$ cat config.mk
export PLATFORM = sky130hd
export DESIGN_NAME = sobel_gradient_pipe
export DESIGN_NICKNAME = d
export VERILOG_FILES = /design/src/rtl/sobel_gradient_pipe.sv
export SDC_FILE = /design/constraint.sdc
export NUM_CORES = 1
export LEC_CHECK = 0
export ABC_AREA = 1
export CAP_MARGIN = 5
export CELL_PAD_IN_SITES_DETAIL_PLACEMENT = 0
export CELL_PAD_IN_SITES_GLOBAL_PLACEMENT = 2
export CORE_MARGIN = 10
export CORE_UTILIZATION = 33
export CTS_CLUSTER_DIAMETER = 50
export CTS_CLUSTER_SIZE = 30
export DETAILED_ROUTE_END_ITERATION = 8
export PLACE_DENSITY_LB_ADDON = 0.1
export SYNTH_ARGS = -nofsm -noshare
export SYNTH_HDL_FRONTEND = slang
export SYNTH_SLANG_ARGS = --single-unit
$ cat constraint.sdc
create_clock -name clk -period 4.5 [get_ports clk]
set_input_delay 1.35 -clock clk [delete_from_list [all_inputs] [get_ports clk]]
set_output_delay 1.35 -clock clk [all_outputs]
set_load 0.005 [all_outputs]
$ cat src/rtl/sobel_gradient_pipe.sv
// Sobel gradient engine: takes one 3x3 window per cycle over valid/ready and
// produces gx, gy, a saturated |gx|+|gy| magnitude, an edge flag and a
// saturating count of accepted edge results.
// The edge flag output is named edge_o because "edge" is a reserved word.
// Three register stages share one global stall: every stage advances when the
// last stage is empty or the consumer accepts.
module sobel_gradient_pipe #(
  parameter int PIXEL_W = 8,
  parameter int MODE    = 0,
  parameter int CNT_W   = 16
) (
  input  logic                      clk,
  input  logic                      n_rst,
  input  logic [PIXEL_W-1:0]        p0,
  input  logic [PIXEL_W-1:0]        p1,
  input  logic [PIXEL_W-1:0]        p2,
  input  logic [PIXEL_W-1:0]        p3,
  input  logic [PIXEL_W-1:0]        p4,
  input  logic [PIXEL_W-1:0]        p5,
  input  logic [PIXEL_W-1:0]        p6,
  input  logic [PIXEL_W-1:0]        p7,
  input  logic [PIXEL_W-1:0]        p8,
  input  logic [PIXEL_W-1:0]        threshold,
  input  logic                      in_valid,
  output logic                      in_ready,
  output logic                      out_valid,
  input  logic                      out_ready,
  output logic signed [PIXEL_W+2:0] gx,
  output logic signed [PIXEL_W+2:0] gy,
  output logic [PIXEL_W-1:0]        mag,
  output logic                      edge_o,
  input  logic                      cnt_clr,
  output logic [CNT_W-1:0]          edge_cnt
);

  localparam int SW = PIXEL_W + 2;  // weighted row/column sum, max 4*(2^W-1)
  localparam int GW = PIXEL_W + 3;  // signed gradient
  localparam int MW = PIXEL_W + 4;  // |gx|+|gy|

  localparam logic [MW-1:0]    MAG_MAX = MW'({PIXEL_W{1'b1}});
  localparam logic [CNT_W-1:0] CNT_MAX = {CNT_W{1'b1}};

  // a + 2b + c with room for the largest possible result
  function automatic logic [SW-1:0] wsum(input logic [PIXEL_W-1:0] a,
                                         input logic [PIXEL_W-1:0] b,
                                         input logic [PIXEL_W-1:0] c);
    return SW'(a) + (SW'(b) << 1) + SW'(c);
  endfunction

  // Absolute value widened by one bit; magnitude never exceeds 2^(GW-1)-1
  function automatic logic [MW-1:0] mag_abs(input logic signed [GW-1:0] v);
    logic [GW-1:0] u;
    if (v[GW-1]) begin
      u = -v;
    end else begin
      u = v;
    end
    return {1'b0, u};
  endfunction

  logic            advance_s;
  logic            v1_q, v2_q, v3_q;

  logic [SW-1:0]   rs_top_d, rs_bot_d, cs_left_d, cs_right_d;
  logic [SW-1:0]   rs_top_q, rs_bot_q, cs_left_q, cs_right_q;
  logic [PIXEL_W-1:0] thr1_d, thr1_q;

  logic signed [GW-1:0] gx_full_s, gy_full_s;
  logic signed [GW-1:0] gx2_d, gy2_d, gx2_q, gy2_q;
  logic [PIXEL_W-1:0]   thr2_d, thr2_q;

  logic [MW-1:0]        sum_s;
  logic signed [GW-1:0] gx3_d, gy3_d, gx3_q, gy3_q;
  logic [PIXEL_W-1:0]   mag3_d, mag3_q;
  logic                 edge3_d, edge3_q;

  logic [CNT_W-1:0]     cnt_d, cnt_q;

  assign advance_s = !v3_q | out_ready;
  assign in_ready  = advance_s;
  assign out_valid = v3_q;
  assign gx        = gx3_q;
  assign gy        = gy3_q;
  assign mag       = mag3_q;
  assign edge_o    = edge3_q;
  assign edge_cnt  = cnt_q;

  // Stage valid bits: all stages move together on advance, hold otherwise
  always_ff @(posedge clk or negedge n_rst) begin
    if (!n_rst) begin
      v1_q <= 1'b0;
      v2_q <= 1'b0;
      v3_q <= 1'b0;
    end else if (advance_s) begin
      v1_q <= in_valid;
      v2_q <= v1_q;
      v3_q <= v2_q;
    end
  end

  // S1 next state: weighted row and column partial sums
  always_comb begin
    rs_top_d   = wsum(p0, p1, p2);
    rs_bot_d   = wsum(p6, p7, p8);
    cs_left_d  = wsum(p0, p3, p6);
    cs_right_d = wsum(p2, p5, p8);
    thr1_d     = threshold;
  end

  // S1 registers: load only when a window is actually taken in
  always_ff @(posedge clk or negedge n_rst) begin
    if (!n_rst) begin
      rs_top_q   <= '0;
      rs_bot_q   <= '0;
      cs_left_q  <= '0;
      cs_right_q <= '0;
      thr1_q     <= '0;
    end else if (advance_s && in_valid) begin
      rs_top_q   <= rs_top_d;
      rs_bot_q   <= rs_bot_d;
      cs_left_q  <= cs_left_d;
      cs_right_q <= cs_right_d;
      thr1_q     <= thr1_d;
    end
  end

  // S2 next state: signed differences, then zero the gradient MODE disables
  always_comb begin
    gx_full_s = $signed({1'b0, cs_right_q}) - $signed({1'b0, cs_left_q});
    gy_full_s = $signed({1'b0, rs_top_q}) - $signed({1'b0, rs_bot_q});
    if (MODE == 32'sd1) begin
      gx2_d = '0;
    end else begin
      gx2_d = gx_full_s;
    end
    if (MODE == 32'sd2) begin
      gy2_d = '0;
    end else begin
      gy2_d = gy_full_s;
    end
    thr2_d = thr1_q;
  end

  // S2 registers
  always_ff @(posedge clk or negedge n_rst) begin
    if (!n_rst) begin
      gx2_q  <= '0;
      gy2_q  <= '0;
      thr2_q <= '0;
    end else if (advance_s && v1_q) begin
      gx2_q  <= gx2_d;
      gy2_q  <= gy2_d;
      thr2_q <= thr2_d;
    end
  end

  // S3 next state: clamped magnitude and threshold compare
  always_comb begin
    gx3_d = gx2_q;
    gy3_d = gy2_q;
    sum_s = mag_abs(gx2_q) + mag_abs(gy2_q);
    if (sum_s > MAG_MAX) begin
      mag3_d = {PIXEL_W{1'b1}};
    end else begin
      mag3_d = sum_s[PIXEL_W-1:0];
    end
    edge3_d = (mag3_d >= thr2_q);
  end

  // S3 registers drive the outputs; loading only on a valid S2 keeps the
  // last result visible while out_valid is low
  always_ff @(posedge clk or negedge n_rst) begin
    if (!n_rst) begin
      gx3_q   <= '0;
      gy3_q   <= '0;
      mag3_q  <= '0;
      edge3_q <= 1'b0;
    end else if (advance_s && v2_q) begin
      gx3_q   <= gx3_d;
      gy3_q   <= gy3_d;
      mag3_q  <= mag3_d;
      edge3_q <= edge3_d;
    end
  end

  // Edge counter next state: clear wins, otherwise saturating increment on
  // an accepted edge result
  always_comb begin
    cnt_d = cnt_q;
    if (cnt_clr) begin
      cnt_d = '0;
    end else if (v3_q && out_ready && edge3_q && (cnt_q != CNT_MAX)) begin
      cnt_d = cnt_q + CNT_W'(1'b1);
    end else begin
      cnt_d = cnt_q;
    end
  end

  // Edge counter register
  always_ff @(posedge clk or negedge n_rst) begin
    if (!n_rst) begin
      cnt_q <= '0;
    end else begin
      cnt_q <= cnt_d;
    end
  end

endmodule

==> summary.md <==
| Metric | Value |
|---|---|
| Startpoint types | primary input |
| Worst Clk Skew | 11.1 ps |
| Syn nets | 1,296 |
| Routed length on met1 | 12,200 um |
| CTS Buffer Depth | 2 |
| Remaining DRCs | 0 |
| Final worst path period share | 87.8% |
| Initial antenna violation count | 0 |
| H-tree levels | 4 |
| CTS buffer count | 17 |
| CTS tree | yes |
| HP Class | flip-flop to flip-flop |
| Req. time, crit path | 3150 ps |
| PD cells | 760 nW/um^2 |
| Clock latency on the worst-skew pair | 420 ps |
| Post-CTS Repair Setup Buffers | 0 |
| Clk slew on worst S/H paths | 60 ps |
| MaxCap Viol Count | 0 |
| Synth top cells by count | nand2_1, inv_1, dfrtp_1, o21ai_0, ha_1 |
| Seq/Total Area, Yosys | 35.5% |
| Die ar. | 34,400 um^2 |
| Antenna cells | 0 |
| Largest net degree at the start of global routing | 86 |
| Drt first pass iters | 4 |
| Synth area leaders | dfrtp_1, nand2_1, ha_1 |
| Syn Inst Count | 1,098 |
| Ys flop type | dfrtp_1 |
| Largest area contributor in the netlist | dfrtp_1 |
| Final wirelength | 25,700 um |
| Setup Viol. Count Final | 0 |
| Final WS setup | 550 ps |
| GP Congestion | 0.818 |
| Post-CTS Hold Buffers | 0 |
| Chip Width | 185 um |
| Yosys cell types | 41 |
| Setup crit end kind | primary output |
| Final Critical Period | 3950 ps |
| Die Span Y | 185 um |
| Crit path max fanout | 5 |
| Final hold violations | 0 |
| IO Port Bufs | 125 |
| Post-route ant nets | 0 |
| Status | finished, final reports clean |
| Vias in the first global route | 7,846 |
| Vias per Instance | 4.73 |
| EDFF count, synth | 0 |
| Synth-to-layout area growth | 24.3% |
| Worst vdd ir | 293 uV |
| Min Hold Slack | 478 ps |
| Met2 routed WL | 11,900 um |
| Tot GR Track Use | 15.6% |
| Ys Warns | 0 |
| Post-DP HPWL | 20,600 um |
| Synthesized area | 9030 um^2 |
| Routed vias | 7,476 |
| Final Slew Violations | 0 |
| Sum of negative setup slack | 0 ps |
| Share of layout cells above drive strength 1 | 6.70% |
| Slew HR | 33.1% |
| Clock root buffer | clkbuf_16 |
| RSZ-0062 raised after global routing | false |
| Nets@finish | 1,423 |
| Achievable frequency | 0.253 GHz |
| Post-route insts no fill | 1,579 |
| #FFs+latches synth | 128 |
| Mean post-synth cell area | 8.23 um^2 |
| Met3 wire length | 1380 um |
| Critical Path AT | 2600 ps |
| DP Cell Count | 1,547 |
| Setup WS pre-CTS | 487 ps |
| Async SR Flop Fraction | 100% |
| Worst-margin pin slew | 1000 ps |
| First-pass GRT wire length | 42,200 um |
| Top routing layer used | met4 |
| Starting density of the core | 33.5% |
| # IOs | 134 |
| # rows | 60 |
| Post-CTS sizing | 0 |
| Grt ovf | 0 |
| Pleak | 5.28 nW |
| Post-synth top area share | 35.5% |
| Iter 0 DRT Violations | 361 |
| WS Path Type | primary input to primary output |
| Core ar. | 27,000 um^2 |
| Most frequent cell after synthesis | nand2_1 |
| Clock sink total | 128 |
| Wirelength per Cell | 16.3 um |
==> layer usage <==
| layer | track usage (%) | up-vias |
|---|---|---|
| li1 | - | 3869 |
| met1 | 20.1 | 3441 |
| met2 | 25.6 | 151 |
| met3 | 3.66 | 15 |
| met4 | 4.16 | 0 |
| met5 | 0 | - |
==> per-stage QoR <==
stage          power, mW  util [%]  instance area, um^2
6_report            8.54      41.7                11200
3_3_place_gp        7.29      39.6                10700
3_5_place_dp        7.30      39.6                10700
5_1_grt             9.46      41.7                11200
4_1_cts             8.69      41.7                11200
2_1_floorplan       5.73         -                 9030
==> sequential cells by signal, indices dropped and copies added (netlist names) <==
register / cells
rs_top_q: 10
rs_bot_q: 10
gy: 11
gy2_q: 11
thr2_q: 8
cs_left_q: 10
edge_o: 1
edge_cnt: 16
cs_right_q: 10
v2_q: 1
out_valid: 1
mag: 8
gx2_q: 11
gx: 11
v1_q: 1
thr1_q: 8
==> power by group <==
part           internal [mW]  leakage (nW)  switching (mW)  total, mW
combinational           2.08          3.42            3.25       5.33
sequential              1.59          1.59           0.287       1.87
clock                  0.765         0.266           0.566       1.33
==> cells in the final DEF, fill, tap and decap left out, types with 2 or more instances in the layout <==
cell type | netlist | final
nand2_1 | 285 | 285
inv_1 | 131 | 131
dfrtp_1 | 128 | 128
clkdlybuf4s50_1 | 0 | 124
o21ai_0 | 97 | 97
ha_1 | 78 | 78
a21oi_1 | 55 | 55
nor2_1 | 49 | 49
nand3_1 | 45 | 45
xor2_1 | 35 | 35
fa_1 | 35 | 35
nand4_1 | 24 | 24
clkbuf_16 | 0 | 17
xnor2_1 | 16 | 16
nand3_2 | 11 | 11
nor3_1 | 9 | 9
a31oi_1 | 8 | 8
nand2_2 | 7 | 7
o21ai_1 | 7 | 7
or2_2 | 6 | 6
inv_2 | 6 | 6
o22ai_1 | 6 | 6
clkinv_4 | 0 | 6
o211ai_1 | 5 | 5
nand3b_1 | 4 | 4
clkinvlp_4 | 0 | 4
o21bai_1 | 3 | 3
a21oi_2 | 3 | 3
nor2_2 | 3 | 3
o31ai_1 | 3 | 3
buf_4 | 1 | 3
nand4_2 | 2 | 2
nand2_4 | 2 | 2
nor2_8 | 2 | 2
nor4_1 | 2 | 2
nor3_2 | 2 | 2
a21o_1 | 2 | 2
o2111ai_1 | 2 | 2
clkinv_2 | 0 | 2
inv_6 | 0 | 2
==> final cells by class <==
type | instances | area (um^2)
clock buffers | 17 | 425
clock inverters | 15 | 140
fillers | 2822 | 15700
inverters | 137 | 514
multi-input cells | 812 | 5230
flip-flops and latches | 128 | 3200
well taps | 341 | 427
repair buffers | 129 | 1290
==> kinds of logic (layout without fill, tap and decap cells) <==
family,after synthesis,count (layout),synth area share (%)
and+or+nand+nor,456,456,22.9
AOI/OAI and AO/OA,192,192,11.4
buffers and inverters,158,298,6.69
DFF,128,128,35.5
adders and majority gates,113,113,18.6
xor gates and xnor gates,51,51,4.95
==> critical path, stage by stage <==
cell             delay (ps)
clkdlybuf4s50_1         420
nor2_1                  250
inv_2                   110
clkdlybuf4s50_1         460
==> worst paths after layout <==
kind                       slack [ps]                 start  cells after the start                      end
max                               550             out_ready                      4                 in_ready
min                               480    mag[3]$_DFFE_PN0P_                      2       mag[3]$_DFFE_PN0P_
max reg2reg                       620  gy2_q[4]$_DFFE_PN0P_                     21       edge_o$_DFFE_PN0P_
min reg2reg                       480    mag[3]$_DFFE_PN0P_                      2       mag[3]$_DFFE_PN0P_
max in group asynchronous        2730                 n_rst                      2  rs_bot_q[8]$_DFFE_PN0P_
min in group asynchronous         950                 n_rst                      1    thr1_q[2]$_DFFE_PN0P_
(Power assumes the default switching activity.)
